==> config.mk <==
export PLATFORM = sky130hd
export DESIGN_NAME = updi_unlock_sequencer
export DESIGN_NICKNAME = d
export VERILOG_FILES = /design/src/rtl/updi_unlock_sequencer.sv
export SDC_FILE = /design/constraint.sdc
export NUM_CORES = 1
export LEC_CHECK = 0
export ABC_AREA = 1
export CAP_MARGIN = 10
export CORE_ASPECT_RATIO = 1.2
export CORE_MARGIN = 3
export CORE_UTILIZATION = 30
export CTS_CLUSTER_SIZE = 8
export DETAILED_ROUTE_END_ITERATION = 8
export GPL_TIMING_DRIVEN = 1
export PLACE_DENSITY = 0.45
export RECOVER_POWER = 25
export REMOVE_ABC_BUFFERS = 1
export SLEW_MARGIN = 20
export SYNTH_ARGS = -nofsm -noshare
export SYNTH_HDL_FRONTEND = slang
export SYNTH_SLANG_ARGS = --single-unit
==> constraint.sdc <==
create_clock -name clk -period 4.8 [get_ports clk]
set_input_delay 1.44 -clock clk [delete_from_list [all_inputs] [get_ports clk]]
set_output_delay 1.44 -clock clk [all_outputs]
set_load 0.01 [all_outputs]
==> src/rtl/updi_unlock_sequencer.sv <==
// UPDI key-unlock sequencer: KEY, key-status check, system reset pulse and SYS_STATUS
// polling, driven through the shared updi_interface TX/RX handshake.
module updi_unlock_sequencer #(
   parameter int POLL_GAP_CLK   = 1000,
   parameter int MAX_POLLS      = 256,
   parameter int RX_TIMEOUT_CLK = 100000
) (
   input  logic       clk,
   input  logic       rst,
   input  logic       start,
   input  logic       mode,
   input  logic       abort,
   output logic       busy,
   output logic       done,
   output logic       error,
   output logic [2:0] error_code,
   output logic [1:0] cmd_opcode,
   output logic [3:0] cmd_cs_addr,
   output logic [7:0] cmd_data,
   output logic       cmd_key_sel,
   output logic       tx_start,
   input  logic       tx_ready,
   output logic       rx_start,
   output logic [3:0] rx_n_bytes,
   input  logic       rx_ready,
   input  logic [7:0] rx_fifo_data,
   output logic       rx_fifo_rd_en,
   input  logic       rx_fifo_empty
);
   localparam int RXC_W  = (RX_TIMEOUT_CLK > 1) ? $clog2(RX_TIMEOUT_CLK) : 1;
   localparam int POLL_W = $clog2(MAX_POLLS + 1);
   localparam int GAP_W  = $clog2(POLL_GAP_CLK + 1);

   localparam logic [1:0] OP_LDCS = 2'd0, OP_STCS = 2'd1, OP_KEY = 2'd2;
   localparam logic [3:0] ASI_KEY_STATUS = 4'h7, ASI_RESET_REQ = 4'h8, ASI_SYS_STATUS = 4'hB;
   localparam logic [2:0] EC_NONE = 3'd0, EC_KEY = 3'd1, EC_POLL = 3'd2, EC_RX = 3'd3, EC_ABORT = 3'd4;

   typedef enum logic [3:0] {
      S_IDLE, S_KEY, S_TXW, S_KSTAT_REQ, S_RXS, S_RXW, S_KSTAT_CHK,
      S_RST_SET, S_RST_CLR, S_GAP, S_POLL_REQ, S_POLL_CHK, S_FIN
   } state_t;

   state_t              r_state, r_ret_tx, r_ret_rx;
   logic                r_arm, r_mode, r_busy, r_done, r_error;
   logic [2:0]          r_code;
   logic [1:0]          r_cmd_opcode;
   logic [3:0]          r_cmd_cs_addr;
   logic [7:0]          r_cmd_data;
   logic                r_cmd_key_sel, r_tx_start, r_rx_start, r_rd_en;
   logic [7:0]          r_rx_byte;
   logic [RXC_W-1:0]    r_rx_cnt;
   logic [GAP_W-1:0]    r_gap;
   logic [POLL_W-1:0]   r_polls;

   logic                w_issue, w_fin, w_key_ok, w_poll_ok;
   logic [1:0]          w_op;
   logic [3:0]          w_addr;
   logic [7:0]          w_data;
   logic [2:0]          w_fin_code;
   state_t              w_ret_tx, w_ret_rx;

   assign w_key_ok  = |(r_rx_byte & (r_mode ? 8'h08 : 8'h10));
   assign w_poll_ok = r_mode ? ~|(r_rx_byte & 8'h01) : |(r_rx_byte & 8'h08);

   // Command-issuing states: what to send and where to resume afterwards.
   always_comb begin
      w_issue  = 1'b0;
      w_op     = OP_LDCS;
      w_addr   = 4'h0;
      w_data   = 8'h00;
      w_ret_tx = S_IDLE;
      w_ret_rx = S_IDLE;
      case (r_state)
         S_KEY:       begin w_issue = 1'b1; w_op = OP_KEY; w_ret_tx = S_KSTAT_REQ; end
         S_KSTAT_REQ: begin w_issue = 1'b1; w_addr = ASI_KEY_STATUS; w_ret_tx = S_RXS; w_ret_rx = S_KSTAT_CHK; end
         S_RST_SET:   begin w_issue = 1'b1; w_op = OP_STCS; w_addr = ASI_RESET_REQ; w_data = 8'h59; w_ret_tx = S_RST_CLR; end
         S_RST_CLR:   begin w_issue = 1'b1; w_op = OP_STCS; w_addr = ASI_RESET_REQ; w_ret_tx = S_GAP; end
         S_POLL_REQ:  begin w_issue = 1'b1; w_addr = ASI_SYS_STATUS; w_ret_tx = S_RXS; w_ret_rx = S_POLL_CHK; end
         default: ;
      endcase
   end

   // Termination conditions; abort takes priority over everything else.
   always_comb begin
      w_fin      = 1'b0;
      w_fin_code = EC_NONE;
      if (abort && r_state != S_IDLE && r_state != S_FIN) begin
         w_fin = 1'b1; w_fin_code = EC_ABORT;
      end else begin
         case (r_state)
            S_RXW:       if (rx_fifo_empty && r_rx_cnt == RXC_W'(RX_TIMEOUT_CLK - 1)) begin
                            w_fin = 1'b1; w_fin_code = EC_RX;
                         end
            S_KSTAT_CHK: if (!w_key_ok) begin w_fin = 1'b1; w_fin_code = EC_KEY; end
            S_POLL_CHK:  if (w_poll_ok) w_fin = 1'b1;
                         else if (r_polls == POLL_W'(MAX_POLLS - 1)) begin
                            w_fin = 1'b1; w_fin_code = EC_POLL;
                         end
            default: ;
         endcase
      end
   end

   always_ff @(posedge clk or posedge rst) begin
      if (rst) begin
         r_state <= S_IDLE; r_ret_tx <= S_IDLE; r_ret_rx <= S_IDLE;
         r_arm <= 1'b0; r_mode <= 1'b0; r_busy <= 1'b0; r_done <= 1'b0; r_error <= 1'b0;
         r_code <= EC_NONE; r_cmd_opcode <= 2'd0; r_cmd_cs_addr <= 4'h0; r_cmd_data <= 8'h00;
         r_cmd_key_sel <= 1'b0; r_tx_start <= 1'b0; r_rx_start <= 1'b0; r_rd_en <= 1'b0;
         r_rx_byte <= 8'h00; r_rx_cnt <= '0; r_gap <= '0; r_polls <= '0;
      end else begin
         r_tx_start <= 1'b0;
         r_rx_start <= 1'b0;
         r_rd_en    <= 1'b0;
         r_done     <= 1'b0;
         if (w_fin) begin
            r_state <= S_FIN;
            r_code  <= w_fin_code;
            r_error <= (w_fin_code != EC_NONE);
            r_done  <= 1'b1;
         end else if (w_issue) begin
            if (tx_ready) begin
               r_cmd_opcode  <= w_op;
               r_cmd_cs_addr <= w_addr;
               r_cmd_data    <= w_data;
               r_cmd_key_sel <= r_mode;
               r_tx_start    <= 1'b1;
               r_ret_tx      <= w_ret_tx;
               r_ret_rx      <= w_ret_rx;
               r_arm         <= 1'b0;
               r_state       <= S_TXW;
            end
         end else begin
            case (r_state)
               S_IDLE: if (start) begin
                  r_mode  <= mode;
                  r_error <= 1'b0;
                  r_code  <= EC_NONE;
                  r_polls <= '0;
                  r_gap   <= '0;
                  r_busy  <= 1'b1;
                  r_state <= S_KEY;
               end
               // tx_ready may still read high in the cycle right after tx_start.
               S_TXW: if (!r_arm) r_arm <= 1'b1;
                      else if (tx_ready) r_state <= r_ret_tx;
               S_RXS: if (rx_ready) begin
                  r_rx_start <= 1'b1;
                  r_rx_cnt   <= '0;
                  r_state    <= S_RXW;
               end
               S_RXW: if (!rx_fifo_empty) begin
                  r_rd_en   <= 1'b1;
                  r_rx_byte <= rx_fifo_data;
                  r_state   <= r_ret_rx;
               end else if (r_rx_cnt != '1) begin
                  r_rx_cnt <= r_rx_cnt + 1'b1;
               end
               S_KSTAT_CHK: r_state <= S_RST_SET;
               S_GAP: if (r_gap == GAP_W'(POLL_GAP_CLK - 1)) begin
                  r_gap   <= '0;
                  r_state <= S_POLL_REQ;
               end else begin
                  r_gap <= r_gap + 1'b1;
               end
               S_POLL_CHK: begin
                  r_polls <= r_polls + 1'b1;
                  r_state <= S_GAP;
               end
               S_FIN: begin
                  r_busy  <= 1'b0;
                  r_gap   <= '0;
                  r_state <= S_IDLE;
               end
               default: r_state <= S_IDLE;
            endcase
         end
      end
   end

   assign busy          = r_busy;
   assign done          = r_done;
   assign error         = r_error;
   assign error_code    = r_code;
   assign cmd_opcode    = r_cmd_opcode;
   assign cmd_cs_addr   = r_cmd_cs_addr;
   assign cmd_data      = r_cmd_data;
   assign cmd_key_sel   = r_cmd_key_sel;
   assign tx_start      = r_tx_start;
   assign rx_start      = r_rx_start;
   assign rx_n_bytes    = 4'd1;
   assign rx_fifo_rd_en = r_rd_en;
endmodule
==> results.json <==
{
  "clock_skew_ns": 0.007889,
  "track_usage_pct": 14.37,
  "cts_hold_buf": 0,
  "yosysSeqAreaShare_pct": 41.80,
  "crit_path_max_incr_delay_ns": 0.52,
  "design_area_um2": 4684,
  "ff_latch_area_um2": 1677,
  "fin_crit_ns": 3.429,
  "p_leak_uw": 0.002247,
  "path_common_cell": "nand2_1",
  "grt_antenna_before_repair": 0,
  "io_buffers": 30,
  "post_dp_cell_area_um2": 4393,
  "setup_violations": 0,
  "hold_class": "reg -> reg",
  "finalMaxSlewViolations": 0,
  "worst_ir_drop_vdd_mv": 0.2176,
  "tns_ns": 0,
  "dp_hpwl_um": 7366,
  "synth_edf_count": 0,
  "first_global_vias": 3403,
  "drive_gt1_share_pct": 8.673,
  "maxCapViolCount": 0,
  "fillers": 1377,
  "grt_max_degree": 30,
  "pwr_density_cell_nw_per_um2": 497.4,
  "fin_cells": 752,
  "totalWireLength_um": 10180,
  "synth.avg_cell_area_um2": 7.202,
  "place.gp.congestion": 0.8950,
  "grt_pass1_wl_um": 17230,
  "layout.nets": 605,
  "start_kind": "primary input",
  "final_common_cell": "nand2_1",
  "clk_latency_ns": 0.33,
  "worst_pin_slew_ns": 1.201,
  "crit_fanout": 21,
  "crit_chain": "clkdlybuf4s50_1 -> nand4_1 -> nor2_1 -> nand3_1 -> nand3_2 -> nor2_4 -> buf_4 -> nand2_4 -> nand2_1 -> nand2_1",
  "syn_inst": 557,
  "cts_resized": 0,
  "ys_seq_elements": 67,
  "status": "completed",
  "area_delta_synth_final_pct": 16.78,
  "path_clk_slew_ns": 0.05,
  "wl_per_cell_um": 13.54,
  "worst_ep_arrival_time_ns": 3.64,
  "antenna_left": 0,
  "die_area_um2": 14800,
  "slew-limit-headroom_pct": 19.85,
  "drt_pass1_iterations": 4,
  "drc": 0,
  "drtIter0Drc": 140,
  "synth_cell_types": 34,
  "async_flop_share_pct": 100.0,
  "viasPerCell": 4.688,
  "rsz0062_at_grt": "no",
  "yosys_warnings": 0,
  "end_kind": "flip-flop",
  "cts_buffer_depth": 2,
  "tritoncts": "built",
  "core_um2": 12890,
  "die_h_um": 132.7,
  "cts_sinks": 67,
  "period_share_pct": 71.44,
  "rrSetupSlack_ns": 1.95,
  "htree_num_levels": 3,
  "synth_area_um2": 4011,
  "cts_buffers": 9,
  "start_util_pct": 31.11,
  "cts_root_buf": "clkbuf_16",
  "fp.dieW_um": 111.6,
  "synth_ff_type": "dfrtp_1",
  "critPathKind": "in -> reg",
  "cts_setup_buffers": 0,
  "grt.overflow.total": 0,
  "hold_viol_final": 0,
  "num_rows": 45,
  "multi_input_area_um2": 2019,
  "required_ns": 5.02,
  "n_antenna_cell": 0,
  "final_cell_mix": "190 x nand2_1, 75 x nor2_1, 72 x nand3_1",
  "dp.cells": 737,
  "max_freq_mhz": 291.6,
  "io_pins": 44,
  "vias": 3525,
  "crit_slowest_cell": "clkdlybuf4s50_1"
}
[flip-flops by register name, summed over array words and instances, names as in the netlist]
name           cells
r_ret_rx           3
r_arm              1
error_code         3
rx_start           1
tx_start           1
cmd_key_sel        1
r_rx_cnt          17
r_gap             10
busy               1
rx_fifo_rd_en      1
r_mode             1
done               1
r_polls            9
r_rx_byte          3
cmd_cs_addr        3
r_state            4
cmd_data           1
r_ret_tx           3
cmd_opcode         2
error              1
[synth_stat cells (6+ instances only)]
cell type | number | area (µm²)
nand3_1 | 72 | 360.4
nor2_2 | 6 | 37.54
nand4_1 | 8 | 50.05
dfrtp_1 | 67 | 1677
o21ai_0 | 6 | 30.03
inv_2 | 14 | 52.55
o21ai_1 | 9 | 45.04
a21oi_1 | 6 | 30.03
inv_1 | 26 | 97.59
nand2_1 | 190 | 713.2
xor2_1 | 14 | 122.6
buf_4 | 15 | 112.6
nor2_1 | 75 | 281.5
[critical path, delay by kind of cell]
kind	cells	cell delay, ns
buffers and inverters	2	0.88
and+or+nand+nor	8	1.32
[per-stage QoR]
stage	hold WS, ns	utilization (%)	total power (µW)	setup WS, ns
3_5_place_dp	0.4607	34.07	1693	0.9796
2_1_floorplan	0.4419	-	1330	1.677
6_report	0.4728	36.33	2330	1.371
4_1_cts	0.4723	36.36	2377	1.333
5_1_grt	0.5057	36.33	2514	0.9707
3_3_place_gp	0.4555	34.07	1691	0.9845
[cell families after synthesis]
logic type	share of synthesized area (%)
buf+inv	8.421
fa+ha+maj	1.560
compound gates	3.431
xor+xnor	3.930
other cells	0.1872
simple gates	40.67
flops	41.80
[metal layers]
layer	routed length, µm	share of wire, %	track usage (%)	vias up
met1	4778	47	19.13	1639
met5	0	0	0	-
met3	292	2.9	2.745	11
met4	173	1.7	4.598	0
met2	4939	49	23.61	65
li1	-	-	-	1810
[final timing paths]
path / from / end / cells past startpoint
hold / removal: r_polls[8]$_DFFE_PP0P_ / r_polls[8]$_DFFE_PP0P_ / 2
setup / recovery: rx_fifo_empty / r_gap[4]$_DFFE_PP0P_ / 10
hold reg to reg: r_polls[8]$_DFFE_PP0P_ / r_polls[8]$_DFFE_PP0P_ / 2
setup reg to reg: r_rx_cnt[0]$_DFFE_PP0P_ / rx_start$_DFF_PP0_ / 12
max in group asynchronous: rst / r_state[3]$_DFFE_PP0P_ / 3
min in group asynchronous: rst / r_rx_cnt[9]$_DFFE_PP0P_ / 2
[report_power, final]
group,internal (µW),switching [µW],total [µW]
Clock,427,239,666
Combinational,291,610,900
Sequential,673,91.6,764
Total,1390,940,2330
[area by class of cell]
type	count	share of cell area [%]
Timing Repair Buffer	35	7.131
Sequential cell	67	35.79
Clock inverter	2	0.7479
Inverter	41	3.285
Clock buffer	13	5.556
Multi-Input combinational cell	430	43.11
Tap cell	164	4.380
(Power assumes the default switching activity.)
